===== src/rtl/sc_arc_pkg.sv =====
// Shared constants for the ARC/SPARC-subset hard-wired controller:
// state encodings, register select codes, ALU opcodes and IR field values.
package sc_arc_pkg;

  localparam int DATAWIDTH_DECODER_SELECTION = 6;
  localparam int DATAWIDTH_MUX_SELECTION     = 6;
  localparam int DATAWIDTH_ALU_SELECTION     = 4;

  typedef enum logic [4:0] {
    ST_INIT      = 5'd0,
    ST_FETCH     = 5'd1,
    ST_DECODE    = 5'd2,
    ST_SETHI     = 5'd3,
    ST_BR_DISP   = 5'd4,
    ST_BR_ADD    = 5'd5,
    ST_CALL_DISP = 5'd6,
    ST_CALL_LINK = 5'd7,
    ST_CALL_ADD  = 5'd8,
    ST_SIMM      = 5'd9,
    ST_ALU       = 5'd10,
    ST_JMPL_LINK = 5'd11,
    ST_JMPL_PC   = 5'd12,
    ST_MEM_ADDR  = 5'd13,
    ST_LD        = 5'd14,
    ST_ST        = 5'd15,
    ST_INCPC     = 5'd16,
    ST_HALT      = 5'd17
  } state_t;

  localparam logic [5:0] REG_R0   = 6'd0;
  localparam logic [5:0] REG_R15  = 6'd15;
  localparam logic [5:0] REG_PC   = 6'd32;
  localparam logic [5:0] REG_IR   = 6'd33;
  localparam logic [5:0] REG_T0   = 6'd34;
  localparam logic [5:0] REG_T1   = 6'd35;
  localparam logic [5:0] REG_T2   = 6'd36;
  localparam logic [5:0] REG_T3   = 6'd37;
  localparam logic [5:0] REG_NONE = 6'd63;

  localparam logic [3:0] ALU_ANDCC    = 4'd0;
  localparam logic [3:0] ALU_ORCC     = 4'd1;
  localparam logic [3:0] ALU_ORNCC    = 4'd2;
  localparam logic [3:0] ALU_ADDCC    = 4'd3;
  localparam logic [3:0] ALU_SRL      = 4'd4;
  localparam logic [3:0] ALU_AND      = 4'd5;
  localparam logic [3:0] ALU_OR       = 4'd6;
  localparam logic [3:0] ALU_ORN      = 4'd7;
  localparam logic [3:0] ALU_ADD      = 4'd8;
  localparam logic [3:0] ALU_LSHIFT10 = 4'd9;
  localparam logic [3:0] ALU_SEXT13   = 4'd10;
  localparam logic [3:0] ALU_DISP22   = 4'd11;
  localparam logic [3:0] ALU_DISP30   = 4'd12;
  localparam logic [3:0] ALU_INCPC    = 4'd13;

  localparam logic [1:0] OP_BRANCH = 2'b00;
  localparam logic [1:0] OP_CALL   = 2'b01;
  localparam logic [1:0] OP_ARITH  = 2'b10;
  localparam logic [1:0] OP_MEMORY = 2'b11;

  localparam logic [2:0] OP2_SETHI  = 3'b100;
  localparam logic [2:0] OP2_BRANCH = 3'b010;

  localparam logic [5:0] OP3_ADDCC = 6'b010000;
  localparam logic [5:0] OP3_ANDCC = 6'b010001;
  localparam logic [5:0] OP3_ORCC  = 6'b010010;
  localparam logic [5:0] OP3_ORNCC = 6'b010110;
  localparam logic [5:0] OP3_SRL   = 6'b100110;
  localparam logic [5:0] OP3_JMPL  = 6'b111000;
  localparam logic [5:0] OP3_LD    = 6'b000000;
  localparam logic [5:0] OP3_ST    = 6'b000100;

  localparam logic [3:0] COND_BE   = 4'b0001;
  localparam logic [3:0] COND_BCS  = 4'b0101;
  localparam logic [3:0] COND_BNEG = 4'b0110;
  localparam logic [3:0] COND_BVS  = 4'b0111;
  localparam logic [3:0] COND_BA   = 4'b1000;

  // r0 is hard-wired zero, so a write aimed at it becomes "no write".
  function automatic logic [5:0] dest_reg(input logic [4:0] rd);
    return (rd == 5'd0) ? REG_NONE : {1'b0, rd};
  endfunction

endpackage


===== src/rtl/sc_branch_eval.sv =====
// Branch condition evaluator: condition code plus active-low PSR flags to taken.
module sc_branch_eval
  import sc_arc_pkg::*;
(
  input  logic [3:0] i_cond,
  input  logic       i_negative_n,
  input  logic       i_zero_n,
  input  logic       i_overflow_n,
  input  logic       i_carry_n,
  output logic       o_taken
);

  always_comb begin
    o_taken = 1'b0;
    case (i_cond)
      COND_BE:   o_taken = ~i_zero_n;
      COND_BCS:  o_taken = ~i_carry_n;
      COND_BNEG: o_taken = ~i_negative_n;
      COND_BVS:  o_taken = ~i_overflow_n;
      COND_BA:   o_taken = 1'b1;
      default:   o_taken = 1'b0;
    endcase
  end

endmodule


===== src/rtl/sc_microsequencer.sv =====
// Hard-wired fetch/decode/execute controller for the ARC/SPARC-subset datapath.
// Outputs are Moore decodes of state and IR fields; only FETCH/LD writes depend on ack.
module sc_microsequencer
  import sc_arc_pkg::*;
(
  input  logic                                   SC_MICROSEQUENCER_CLOCK_50,
  input  logic                                   SC_MICROSEQUENCER_Reset_InLow,
  input  logic [1:0]                             SC_MICROSEQUENCER_RegIR_OP,
  input  logic [4:0]                             SC_MICROSEQUENCER_RegIR_RD,
  input  logic [2:0]                             SC_MICROSEQUENCER_RegIR_OP2,
  input  logic [5:0]                             SC_MICROSEQUENCER_RegIR_OP3,
  input  logic [4:0]                             SC_MICROSEQUENCER_RegIR_RS1,
  input  logic                                   SC_MICROSEQUENCER_RegIR_BIT13,
  input  logic [4:0]                             SC_MICROSEQUENCER_RegIR_RS2,
  input  logic                                   SC_MICROSEQUENCER_Negative_InLow,
  input  logic                                   SC_MICROSEQUENCER_Zero_InLow,
  input  logic                                   SC_MICROSEQUENCER_Overflow_InLow,
  input  logic                                   SC_MICROSEQUENCER_Carry_InLow,
  input  logic                                   SC_MICROSEQUENCER_MemAck_In,
  output logic [DATAWIDTH_DECODER_SELECTION-1:0] SC_MICROSEQUENCER_DecoderSelectionWrite_Out,
  output logic [DATAWIDTH_MUX_SELECTION-1:0]     SC_MICROSEQUENCER_MUXSelectionBUSA_Out,
  output logic [DATAWIDTH_MUX_SELECTION-1:0]     SC_MICROSEQUENCER_MUXSelectionBUSB_Out,
  output logic [DATAWIDTH_ALU_SELECTION-1:0]     SC_MICROSEQUENCER_ALUSelection_Out,
  output logic                                   SC_MICROSEQUENCER_MemRead_Out,
  output logic                                   SC_MICROSEQUENCER_MemWrite_Out,
  output logic                                   SC_MICROSEQUENCER_FlagsLoad_Out,
  output logic                                   SC_MICROSEQUENCER_Illegal_Out
);

  state_t     r_state;
  state_t     w_next;
  state_t     w_post_operand;
  logic       w_taken;
  logic       w_ack;
  logic [5:0] w_rd;
  logic [5:0] w_rs1;
  logic [5:0] w_opb;
  logic [3:0] w_arith_alu;
  logic       w_arith_ok;
  logic       w_arith_cc;
  logic       w_mem_ok;

  assign w_ack = SC_MICROSEQUENCER_MemAck_In;
  assign w_rd  = dest_reg(SC_MICROSEQUENCER_RegIR_RD);
  assign w_rs1 = {1'b0, SC_MICROSEQUENCER_RegIR_RS1};
  assign w_opb = SC_MICROSEQUENCER_RegIR_BIT13 ? REG_T0 : {1'b0, SC_MICROSEQUENCER_RegIR_RS2};

  sc_branch_eval u_branch_eval (
    .i_cond       (SC_MICROSEQUENCER_RegIR_RD[3:0]),
    .i_negative_n (SC_MICROSEQUENCER_Negative_InLow),
    .i_zero_n     (SC_MICROSEQUENCER_Zero_InLow),
    .i_overflow_n (SC_MICROSEQUENCER_Overflow_InLow),
    .i_carry_n    (SC_MICROSEQUENCER_Carry_InLow),
    .o_taken      (w_taken)
  );

  always_comb begin
    w_arith_ok  = 1'b1;
    w_arith_cc  = 1'b1;
    w_arith_alu = ALU_ADDCC;
    case (SC_MICROSEQUENCER_RegIR_OP3)
      OP3_ADDCC: w_arith_alu = ALU_ADDCC;
      OP3_ANDCC: w_arith_alu = ALU_ANDCC;
      OP3_ORCC:  w_arith_alu = ALU_ORCC;
      OP3_ORNCC: w_arith_alu = ALU_ORNCC;
      OP3_SRL: begin
        w_arith_alu = ALU_SRL;
        w_arith_cc  = 1'b0;
      end
      default: begin
        w_arith_ok = 1'b0;
        w_arith_cc = 1'b0;
      end
    endcase
  end

  assign w_mem_ok = (SC_MICROSEQUENCER_RegIR_OP3 == OP3_LD) || (SC_MICROSEQUENCER_RegIR_OP3 == OP3_ST);

  // SIMM re-derives its successor from the IR, which is stable through execution.
  always_comb begin
    w_post_operand = ST_ALU;
    if (SC_MICROSEQUENCER_RegIR_OP == OP_MEMORY)
      w_post_operand = ST_MEM_ADDR;
    else if (SC_MICROSEQUENCER_RegIR_OP3 == OP3_JMPL)
      w_post_operand = ST_JMPL_LINK;
  end

  always_ff @(posedge SC_MICROSEQUENCER_CLOCK_50 or negedge SC_MICROSEQUENCER_Reset_InLow) begin
    if (!SC_MICROSEQUENCER_Reset_InLow)
      r_state <= ST_INIT;
    else
      r_state <= w_next;
  end

  always_comb begin
    w_next                                       = r_state;
    SC_MICROSEQUENCER_DecoderSelectionWrite_Out  = REG_NONE;
    SC_MICROSEQUENCER_MUXSelectionBUSA_Out       = REG_R0;
    SC_MICROSEQUENCER_MUXSelectionBUSB_Out       = REG_R0;
    SC_MICROSEQUENCER_ALUSelection_Out           = 4'd0;
    SC_MICROSEQUENCER_MemRead_Out                = 1'b0;
    SC_MICROSEQUENCER_MemWrite_Out               = 1'b0;
    SC_MICROSEQUENCER_FlagsLoad_Out              = 1'b0;
    SC_MICROSEQUENCER_Illegal_Out                = 1'b0;
    case (r_state)
      ST_INIT: begin
        SC_MICROSEQUENCER_DecoderSelectionWrite_Out = REG_PC;
        SC_MICROSEQUENCER_ALUSelection_Out          = ALU_OR;
        w_next                                      = ST_FETCH;
      end
      ST_FETCH: begin
        SC_MICROSEQUENCER_MUXSelectionBUSA_Out      = REG_PC;
        SC_MICROSEQUENCER_MemRead_Out               = 1'b1;
        SC_MICROSEQUENCER_DecoderSelectionWrite_Out = w_ack ? REG_IR : REG_NONE;
        if (w_ack) w_next = ST_DECODE;
      end
      ST_DECODE: begin
        w_next = ST_HALT;
        case (SC_MICROSEQUENCER_RegIR_OP)
          OP_BRANCH: begin
            if (SC_MICROSEQUENCER_RegIR_OP2 == OP2_SETHI)
              w_next = ST_SETHI;
            else if (SC_MICROSEQUENCER_RegIR_OP2 == OP2_BRANCH)
              w_next = w_taken ? ST_BR_DISP : ST_INCPC;
          end
          OP_CALL: w_next = ST_CALL_DISP;
          OP_ARITH: begin
            if (w_arith_ok || SC_MICROSEQUENCER_RegIR_OP3 == OP3_JMPL)
              w_next = SC_MICROSEQUENCER_RegIR_BIT13 ? ST_SIMM : w_post_operand;
          end
          default: begin
            if (w_mem_ok)
              w_next = SC_MICROSEQUENCER_RegIR_BIT13 ? ST_SIMM : w_post_operand;
          end
        endcase
      end
      ST_SETHI: begin
        SC_MICROSEQUENCER_DecoderSelectionWrite_Out = w_rd;
        SC_MICROSEQUENCER_MUXSelectionBUSA_Out      = REG_IR;
        SC_MICROSEQUENCER_ALUSelection_Out          = ALU_LSHIFT10;
        w_next                                      = ST_INCPC;
      end
      ST_BR_DISP: begin
        SC_MICROSEQUENCER_DecoderSelectionWrite_Out = REG_T0;
        SC_MICROSEQUENCER_MUXSelectionBUSA_Out      = REG_IR;
        SC_MICROSEQUENCER_ALUSelection_Out          = ALU_DISP22;
        w_next                                      = ST_BR_ADD;
      end
      ST_BR_ADD, ST_CALL_ADD: begin
        SC_MICROSEQUENCER_DecoderSelectionWrite_Out = REG_PC;
        SC_MICROSEQUENCER_MUXSelectionBUSA_Out      = REG_PC;
        SC_MICROSEQUENCER_MUXSelectionBUSB_Out      = REG_T0;
        SC_MICROSEQUENCER_ALUSelection_Out          = ALU_ADD;
        w_next                                      = ST_FETCH;
      end
      ST_CALL_DISP: begin
        SC_MICROSEQUENCER_DecoderSelectionWrite_Out = REG_T0;
        SC_MICROSEQUENCER_MUXSelectionBUSA_Out      = REG_IR;
        SC_MICROSEQUENCER_ALUSelection_Out          = ALU_DISP30;
        w_next                                      = ST_CALL_LINK;
      end
      ST_CALL_LINK: begin
        SC_MICROSEQUENCER_DecoderSelectionWrite_Out = REG_R15;
        SC_MICROSEQUENCER_MUXSelectionBUSA_Out      = REG_PC;
        SC_MICROSEQUENCER_ALUSelection_Out          = ALU_OR;
        w_next                                      = ST_CALL_ADD;
      end
      ST_SIMM: begin
        SC_MICROSEQUENCER_DecoderSelectionWrite_Out = REG_T0;
        SC_MICROSEQUENCER_MUXSelectionBUSA_Out      = REG_IR;
        SC_MICROSEQUENCER_ALUSelection_Out          = ALU_SEXT13;
        w_next                                      = w_post_operand;
      end
      ST_ALU: begin
        SC_MICROSEQUENCER_DecoderSelectionWrite_Out = w_rd;
        SC_MICROSEQUENCER_MUXSelectionBUSA_Out      = w_rs1;
        SC_MICROSEQUENCER_MUXSelectionBUSB_Out      = w_opb;
        SC_MICROSEQUENCER_ALUSelection_Out          = w_arith_alu;
        SC_MICROSEQUENCER_FlagsLoad_Out             = w_arith_cc;
        w_next                                      = ST_INCPC;
      end
      ST_JMPL_LINK: begin
        SC_MICROSEQUENCER_DecoderSelectionWrite_Out = w_rd;
        SC_MICROSEQUENCER_MUXSelectionBUSA_Out      = REG_PC;
        SC_MICROSEQUENCER_ALUSelection_Out          = ALU_OR;
        w_next                                      = ST_JMPL_PC;
      end
      ST_JMPL_PC: begin
        SC_MICROSEQUENCER_DecoderSelectionWrite_Out = REG_PC;
        SC_MICROSEQUENCER_MUXSelectionBUSA_Out      = w_rs1;
        SC_MICROSEQUENCER_MUXSelectionBUSB_Out      = w_opb;
        SC_MICROSEQUENCER_ALUSelection_Out          = ALU_ADD;
        w_next                                      = ST_FETCH;
      end
      ST_MEM_ADDR: begin
        SC_MICROSEQUENCER_DecoderSelectionWrite_Out = REG_T1;
        SC_MICROSEQUENCER_MUXSelectionBUSA_Out      = w_rs1;
        SC_MICROSEQUENCER_MUXSelectionBUSB_Out      = w_opb;
        SC_MICROSEQUENCER_ALUSelection_Out          = ALU_ADD;
        w_next = (SC_MICROSEQUENCER_RegIR_OP3 == OP3_LD) ? ST_LD : ST_ST;
      end
      ST_LD: begin
        SC_MICROSEQUENCER_MUXSelectionBUSA_Out      = REG_T1;
        SC_MICROSEQUENCER_MemRead_Out               = 1'b1;
        SC_MICROSEQUENCER_DecoderSelectionWrite_Out = w_ack ? w_rd : REG_NONE;
        if (w_ack) w_next = ST_INCPC;
      end
      ST_ST: begin
        SC_MICROSEQUENCER_MUXSelectionBUSA_Out = REG_T1;
        SC_MICROSEQUENCER_MUXSelectionBUSB_Out = {1'b0, SC_MICROSEQUENCER_RegIR_RD};
        SC_MICROSEQUENCER_MemWrite_Out         = 1'b1;
        if (w_ack) w_next = ST_INCPC;
      end
      ST_INCPC: begin
        SC_MICROSEQUENCER_DecoderSelectionWrite_Out = REG_PC;
        SC_MICROSEQUENCER_MUXSelectionBUSA_Out      = REG_PC;
        SC_MICROSEQUENCER_ALUSelection_Out          = ALU_INCPC;
        w_next                                      = ST_FETCH;
      end
      ST_HALT: begin
        SC_MICROSEQUENCER_Illegal_Out = 1'b1;
        w_next                        = ST_HALT;
      end
      default: w_next = ST_INIT;
    endcase
  end

endmodule

===== config.mk =====
export PLATFORM = sky130hd
export DESIGN_NAME = sc_microsequencer
export DESIGN_NICKNAME = d
export VERILOG_FILES = /design/src/rtl/sc_arc_pkg.sv /design/src/rtl/sc_branch_eval.sv /design/src/rtl/sc_microsequencer.sv
export SDC_FILE = /design/constraint.sdc
export NUM_CORES = 1
export LEC_CHECK = 0
export ABC_CLOCK_PERIOD_IN_PS = 2000
export BUFFER_PORTS_ARGS = -buffer_cell sky130_fd_sc_hd__buf_2
export CORE_MARGIN = 3
export CORE_UTILIZATION = 41
export DETAILED_ROUTE_END_ITERATION = 8
export GPL_TIMING_DRIVEN = 0
export PLACE_DENSITY = 0.75
export SYNTH_ARGS = -nofsm -noshare
export SYNTH_HDL_FRONTEND = slang
export SYNTH_HIERARCHICAL = 1
export SYNTH_SLANG_ARGS = --single-unit

===== constraint.sdc =====
create_clock -name SC_MICROSEQUENCER_CLOCK_50 -period 2 [get_ports SC_MICROSEQUENCER_CLOCK_50]
set_input_delay 0.2 -clock SC_MICROSEQUENCER_CLOCK_50 [delete_from_list [all_inputs] [get_ports SC_MICROSEQUENCER_CLOCK_50]]
set_output_delay 0.2 -clock SC_MICROSEQUENCER_CLOCK_50 [all_outputs]
set_load 0.02 [all_outputs]

**Word-level counts from Yosys, hierarchy flattened**

Index checks and enable logic that the tools add are counted.

- Bits in registers: 5
- Bits of input ports: 34
- Output and inout port bits: 26
- Word-level logic and storage cells: 91

- Eq/ne operators: 36
- Multiplexer cells: 29
- Bitwise operators: 4
- Reduce and logical (&&, ||, !) cells: 21

Operator list:

| kind | number |
|---|---|
| $pmux 5 s12 | 1 |
| $mux 5 | 9 |
| $pmux 6 s7 | 1 |
| $eq 5x4->1 const B | 8 |
| $pmux 4 s8 | 1 |
| $eq 6x5->1 const B | 4 |
| $pmux 6 s4 | 1 |
| $eq 5x3->1 const B | 4 |
| $mux 6 | 3 |
| $pmux 6 s3 | 1 |
| $pmux 5 s3 | 1 |
| $eq 4x3->1 const B | 3 |
| $eq 6x6->1 const B | 2 |
| $pmux 3 s4 | 1 |
| $reduce_or 3->1 | 4 |
| $reduce_or 4->1 | 3 |
| $eq 5x2->1 const B | 2 |
| $eq 5x5->1 const B | 2 |
| $logic_not 5->1 | 2 |
| $reduce_or 5->1 | 2 |
| $mux 1 | 8 |
| $reduce_or 2->1 | 4 |
| $eq 6x3->1 const B | 1 |
| $logic_not 6->1 | 1 |
| 16 further kinds | 21 |

**Longest topological paths before layout**

- Word-level depth: 7
- Depth in mapped cells: 7
- Mapped depth without buffers: 7

**Modules after synthesis**

The synthesis kept the hierarchy.

By module, submodules not included:

| module | times used | cells each | area each (µm²) | sequential area each (µm²) |
|---|---|---|---|---|
| sc_microsequencer | 1 | 200 | 1328.8 | 125.1 |
| sc_branch_eval | 1 | 10 | 70.1 | 0.0 |

**Worst setup path before layout**

No wires, ideal clock.

- Path type: reg2out
- Start: register r_state[2]
- End: output SC_MICROSEQUENCER_MUXSelectionBUSB_Out[1]
- Arrival: 1.663 ns
- Data required time: 1.800 ns
- Slack: 0.137 ns
- Cell stages (with the launch flop): 7
- Buffers on the path: 1
- Cells stage by stage: dfrtp_1 -> buf_2 -> nor3b_1 -> a21oi_1 -> a2bb2oi_1 -> nor2_1 -> a221o_1

- Word-level cells in the longest chain between the ends: 3
- Elaborated cells on any way between the ends: 9
- Classes of those cells: eq/ne (6); mux (1); reduce/logical (2)

RTL lines:

| element | line | text |
|---|---|---|
| start, declared | sc_microsequencer.sv:30 | `state_t r_state;` |
| start signal, assigned | sc_microsequencer.sv:92 | `r_state <= w_next;` |
| $eq 5x4->1 / $eq 5x3->1 (equally long branches) | sc_microsequencer.sv:105 | `case (r_state)` |
| $reduce_or 3->1 (no source line) / $reduce_or 2->1 (equally long branches) | - |  |
| $pmux 6 s3 (*) | sc_microsequencer.sv:105 |  |
| end, declared | sc_microsequencer.sv:22 | `output logic [DATAWIDTH_MUX_SELECTION-1:0] SC_MICROSEQUENCER_MUXSelectionBUSB_Out,` |

Mark *: on every way between the ends. The rest lies on a longest branch, timed or not.

**Final worst setup path**

- Start: register r_state[3]
- End: output SC_MICROSEQUENCER_DecoderSelectionWrite_Out[0]

- Word-level cells in the longest chain between the ends: 3
- Elaborated cells on any way between the ends: 19
- Classes of those cells: eq/ne (14); mux (1); reduce/logical (4)

RTL lines:

| element | line | text |
|---|---|---|
| $eq 5x5->1 (tied with other cells) | sc_microsequencer.sv:105 |  |
| $reduce_or 5->1 (no source line) / $reduce_or 3->1 (equally long branches) | - |  |
| $pmux 6 s7 (*) | sc_microsequencer.sv:105 |  |
| end, declared | sc_microsequencer.sv:20 | `output logic [DATAWIDTH_DECODER_SELECTION-1:0] SC_MICROSEQUENCER_DecoderSelectionWrite_Out,` |

Marked as above.

==> impl_metrics.tcl <==
set metrics [dict create \
    die_w_microns 64.4 \
    utilization_pct 65.4 \
    portBuffers 59 \
    dp_hpwl_mm 3.80 \
    switching_power_mw 1.49 \
    top_regs "r_state: 5 flops" \
    avgSynthCellArea_sq_um 6.66 \
    fillers 284 \
    cts_tree "built" \
    grt_pass1_vias 1761 \
    drv_slew 0 \
    pwr-share-seq_pct 6.8 \
    setup_ws_ns -0.0842 \
    fp.dieArea_sq_um 4150 \
    clkSlewWorstSetupHoldPaths_ns 0.05 \
    placement_rows 20 \
    synthToLayoutAreaGrowth_pct 47.5 \
    violations "negative setup slack" \
    cts_buffer_depth 2 \
    holdPathStages 2 \
    rr_endpoint "r_state[1]" \
    ff2ff_path_depth 5 \
    hold_violations 0 \
    overflow 0 \
    worstHoldPathType "in -> reg" \
    start_util_pct 44.4 \
    routed_wl_mm 5.42 \
    setup_violations 6 \
    skew_ns 0.00246 \
    max-slew-margin-rel_pct 66.7 \
    wl_per_cell_microns 16.7 \
    final_cell_mix "buf_2, a21oi_1, o21ai_0, nor2_1, nand2_1" \
    swShare_pct 56.1 \
    r2r_start "r_state[3]" \
    core_region_area_sq_um 3150 \
    hp-start "SC_MICROSEQUENCER_RegIR_OP[1]" \
    drv_cap 0 \
    insertion_delay_ns 0.24 \
    synth_edf_count 0 \
    worstMarginPinSlew_ns 0.495 \
    worstSetupPathType "reg -> out" \
    reg2reg_slack_ns 0.29 \
    max_stage_delay_ns 0.43 \
    cts_sinks 5 \
    critPathArrivalTime_ns 1.88 \
    ys_seq_elements 5 \
    top_register "r_state" \
    max_freq_ghz 0.480 \
    pin_count 60 \
    p_per_area_nw_per_um2 1290 \
    grt_pass1_wl_mm 8.43 \
    ys_async_sr_fraction_pct 100 \
    ir_drop_mv 0.461 \
    netlist_area_sq_um 1400 \
    outcome "complete, but fails checks" \
    dp.cells 313 \
    netlist_instances 210 \
    numCtsBuffers 3 \
    grt_setup_unrepaired "true" \
    drcViolationCount 0 \
    path_delay_family "compound AO/OA/AOI/OAI gates" \
    comb_power_share_pct 88.8 \
    via_count 2039 \
    gp_congestion 0.984 \
    worstPathMaxFanout 4 \
    synth-seq-area-share_pct 8.94 \
    final_cells 324 \
    period_share_pct 104 \
    hold_end "r_state[3]" \
    ant_nets 0 \
    crit_path_cell_trace "and4b_2 > a221o_2 > a211oi_2 > a211oi_1 > a2bb2oi_1 > buf_4" \
    placed_cell_area_sq_um 1750 \
    first_iter_violations 186 \
    final_common_cell "buf_2" \
    min_period_ns 2.08 \
    crit_required_ns 1.80 \
    dr.pass1.iters 5 \
    yosys_warnings 6 \
    crit_buf_inv 1 \
    root_buffer "clkbuf_4" \
    start_kind "flop" \
    die_y_microns 64.4 \
    h-tree-depth 1 \
    nNetsFinal 315 \
    multiInputGateArea_sq_um 1310 \
    stdcell_area_sq_um 2060 \
    pwr-share-clk_pct 4.4 \
    antenna_found_initial 0 \
    track_usage_pct 24.5 \
    drive_above_1_share_pct 44.6 \
    total_power_mw 2.65 \
    largest_reg_flops 5 \
    p_int_mw 1.17 \
    cp_slowest_cell "dfrtp_2" \
    grt_max_degree 11 \
    leakage_nw 0.896 \
    synth_ff_type "dfrtp_1" \
    avgViaCountPerCell 6.29 \
    seqCellArea_sq_um 128 \
    synth_cell_type_count 63 \
    syn_nets 244 \
    end_kind "output port" \
    num_antenna_cells 0 \
]
[what timing repair did]
item / 4_1_cts / 5_1_grt
resized for setup: 27 / 51
hold buffers: 1 / 0
setup endpoints to repair: 23 / 22
setup buffers: 5 / 2
pin swaps: 4 / 5
endpoints found under the hold margin: 5 / 0
[synth_stat cells (all sizes together), types with 2 or more instances]
master / n / share of area [%]
nor2: 23 / 6.2
o21ai: 21 / 7.5
a21oi: 19 / 6.8
nand2: 15 / 4.0
buf: 11 / 3.8
nand3: 8 / 2.9
and2: 7 / 3.1
inv: 7 / 1.9
clkbuf: 5 / 1.3
dfrtp: 5 / 8.9
nand2b: 5 / 2.8
nor2b: 5 / 2.2
nor3: 5 / 2.1
a211oi: 4 / 2.1
a22o: 4 / 2.5
a31oi: 4 / 1.8
and3: 4 / 1.9
nor4: 4 / 1.8
a21o: 3 / 1.6
a221oi: 3 / 2.3
nor4b: 3 / 2.8
o211ai: 3 / 1.6
o22ai: 3 / 1.3
o311a: 3 / 2.2
a221o: 2 / 1.5
a2bb2oi: 2 / 1.3
a311oi: 2 / 1.3
and4b: 2 / 1.4
o2111ai: 2 / 1.3
o22a: 2 / 1.3
o31ai: 2 / 1.1
[cell type report]
cell class                 instances  share of cell area, %
sequential                         5                   6.19
multi-input combinational        181                   63.4
clock buffer                       4                   1.27
inverter                           8                   2.00
timing repair buffer              67                   18.3
buffer                            15                   6.12
tap                               44                   2.67
[power by group through the flow]
stage / Sequential (mW) / Clock (mW) / Combinational (mW)
2_1_floorplan: 0.162 / 0 / 1.33
3_3_place_gp: 0.173 / 0 / 1.85
3_5_place_dp: 0.172 / 0 / 1.86
4_1_cts: 0.170 / 0.119 / 2.01
5_1_grt: 0.184 / 0.126 / 2.50
6_report: 0.179 / 0.117 / 2.36
[worst reg2reg max path: cells and delay by family, from the launching register on]
kind | cells | cell delay (ns)
AOI/OAI and AO/OA | 3 | 0.89
DFF | 1 | 0.43
buffers and inverters | 2 | 0.28
[worst max-delay path by stage]
stage / from / end / slack (ns) / cells after the start
detailed placement: r_state[2] / SC_MICROSEQUENCER_MUXSelectionBUSB_Out[4] / -0.10 / 6
finish: r_state[3] / SC_MICROSEQUENCER_DecoderSelectionWrite_Out[0] / -0.08 / 6
global placement: r_state[2] / SC_MICROSEQUENCER_MUXSelectionBUSB_Out[3] / -0.10 / 6
global route: r_state[0] / SC_MICROSEQUENCER_MUXSelectionBUSB_Out[1] / -0.12 / 7
CTS: r_state[2] / SC_MICROSEQUENCER_MUXSelectionBUSB_Out[0] / -0.09 / 6
floorplan: r_state[2] / SC_MICROSEQUENCER_MUXSelectionBUSB_Out[1] / 0.14 / 6
[routing by layer]
layer,part of all wire (%),up-vias,global-route usage (%),wire (microns)
met2,49,126,40.3,2650
li1,-,950,-,-
met5,0,-,0,0
met4,1.1,0,5.54,59
met3,10,14,2.60,546
met1,40,949,34.5,2160
[cell families (layout without fill, tap and decap cells)]
family / count (synthesis) / in the layout / synth area share [%]
buffers and inverters: 24 / 94 / 7.24
muxes: 2 / 2 / 1.52
xor gates and xnor gates: 1 / 1 / 0.626
DFF: 5 / 5 / 8.94
and+or+nand+nor: 86 / 86 / 34.6
AOI/OAI and AO/OA: 92 / 92 / 47.0
[metrics by stage]
step                hold WS (ns)  TNS, ns  setup WS [ns]
finish                     0.267   -0.216        -0.0842
floorplan                -0.0956        0          0.137
global route               0.304   -0.934         -0.122
detailed placement        0.0162   -0.455         -0.103
global placement          0.0150   -0.439         -0.102
CTS                        0.263   -0.574        -0.0919
Note: power is estimated with default switching activity, not from simulation.
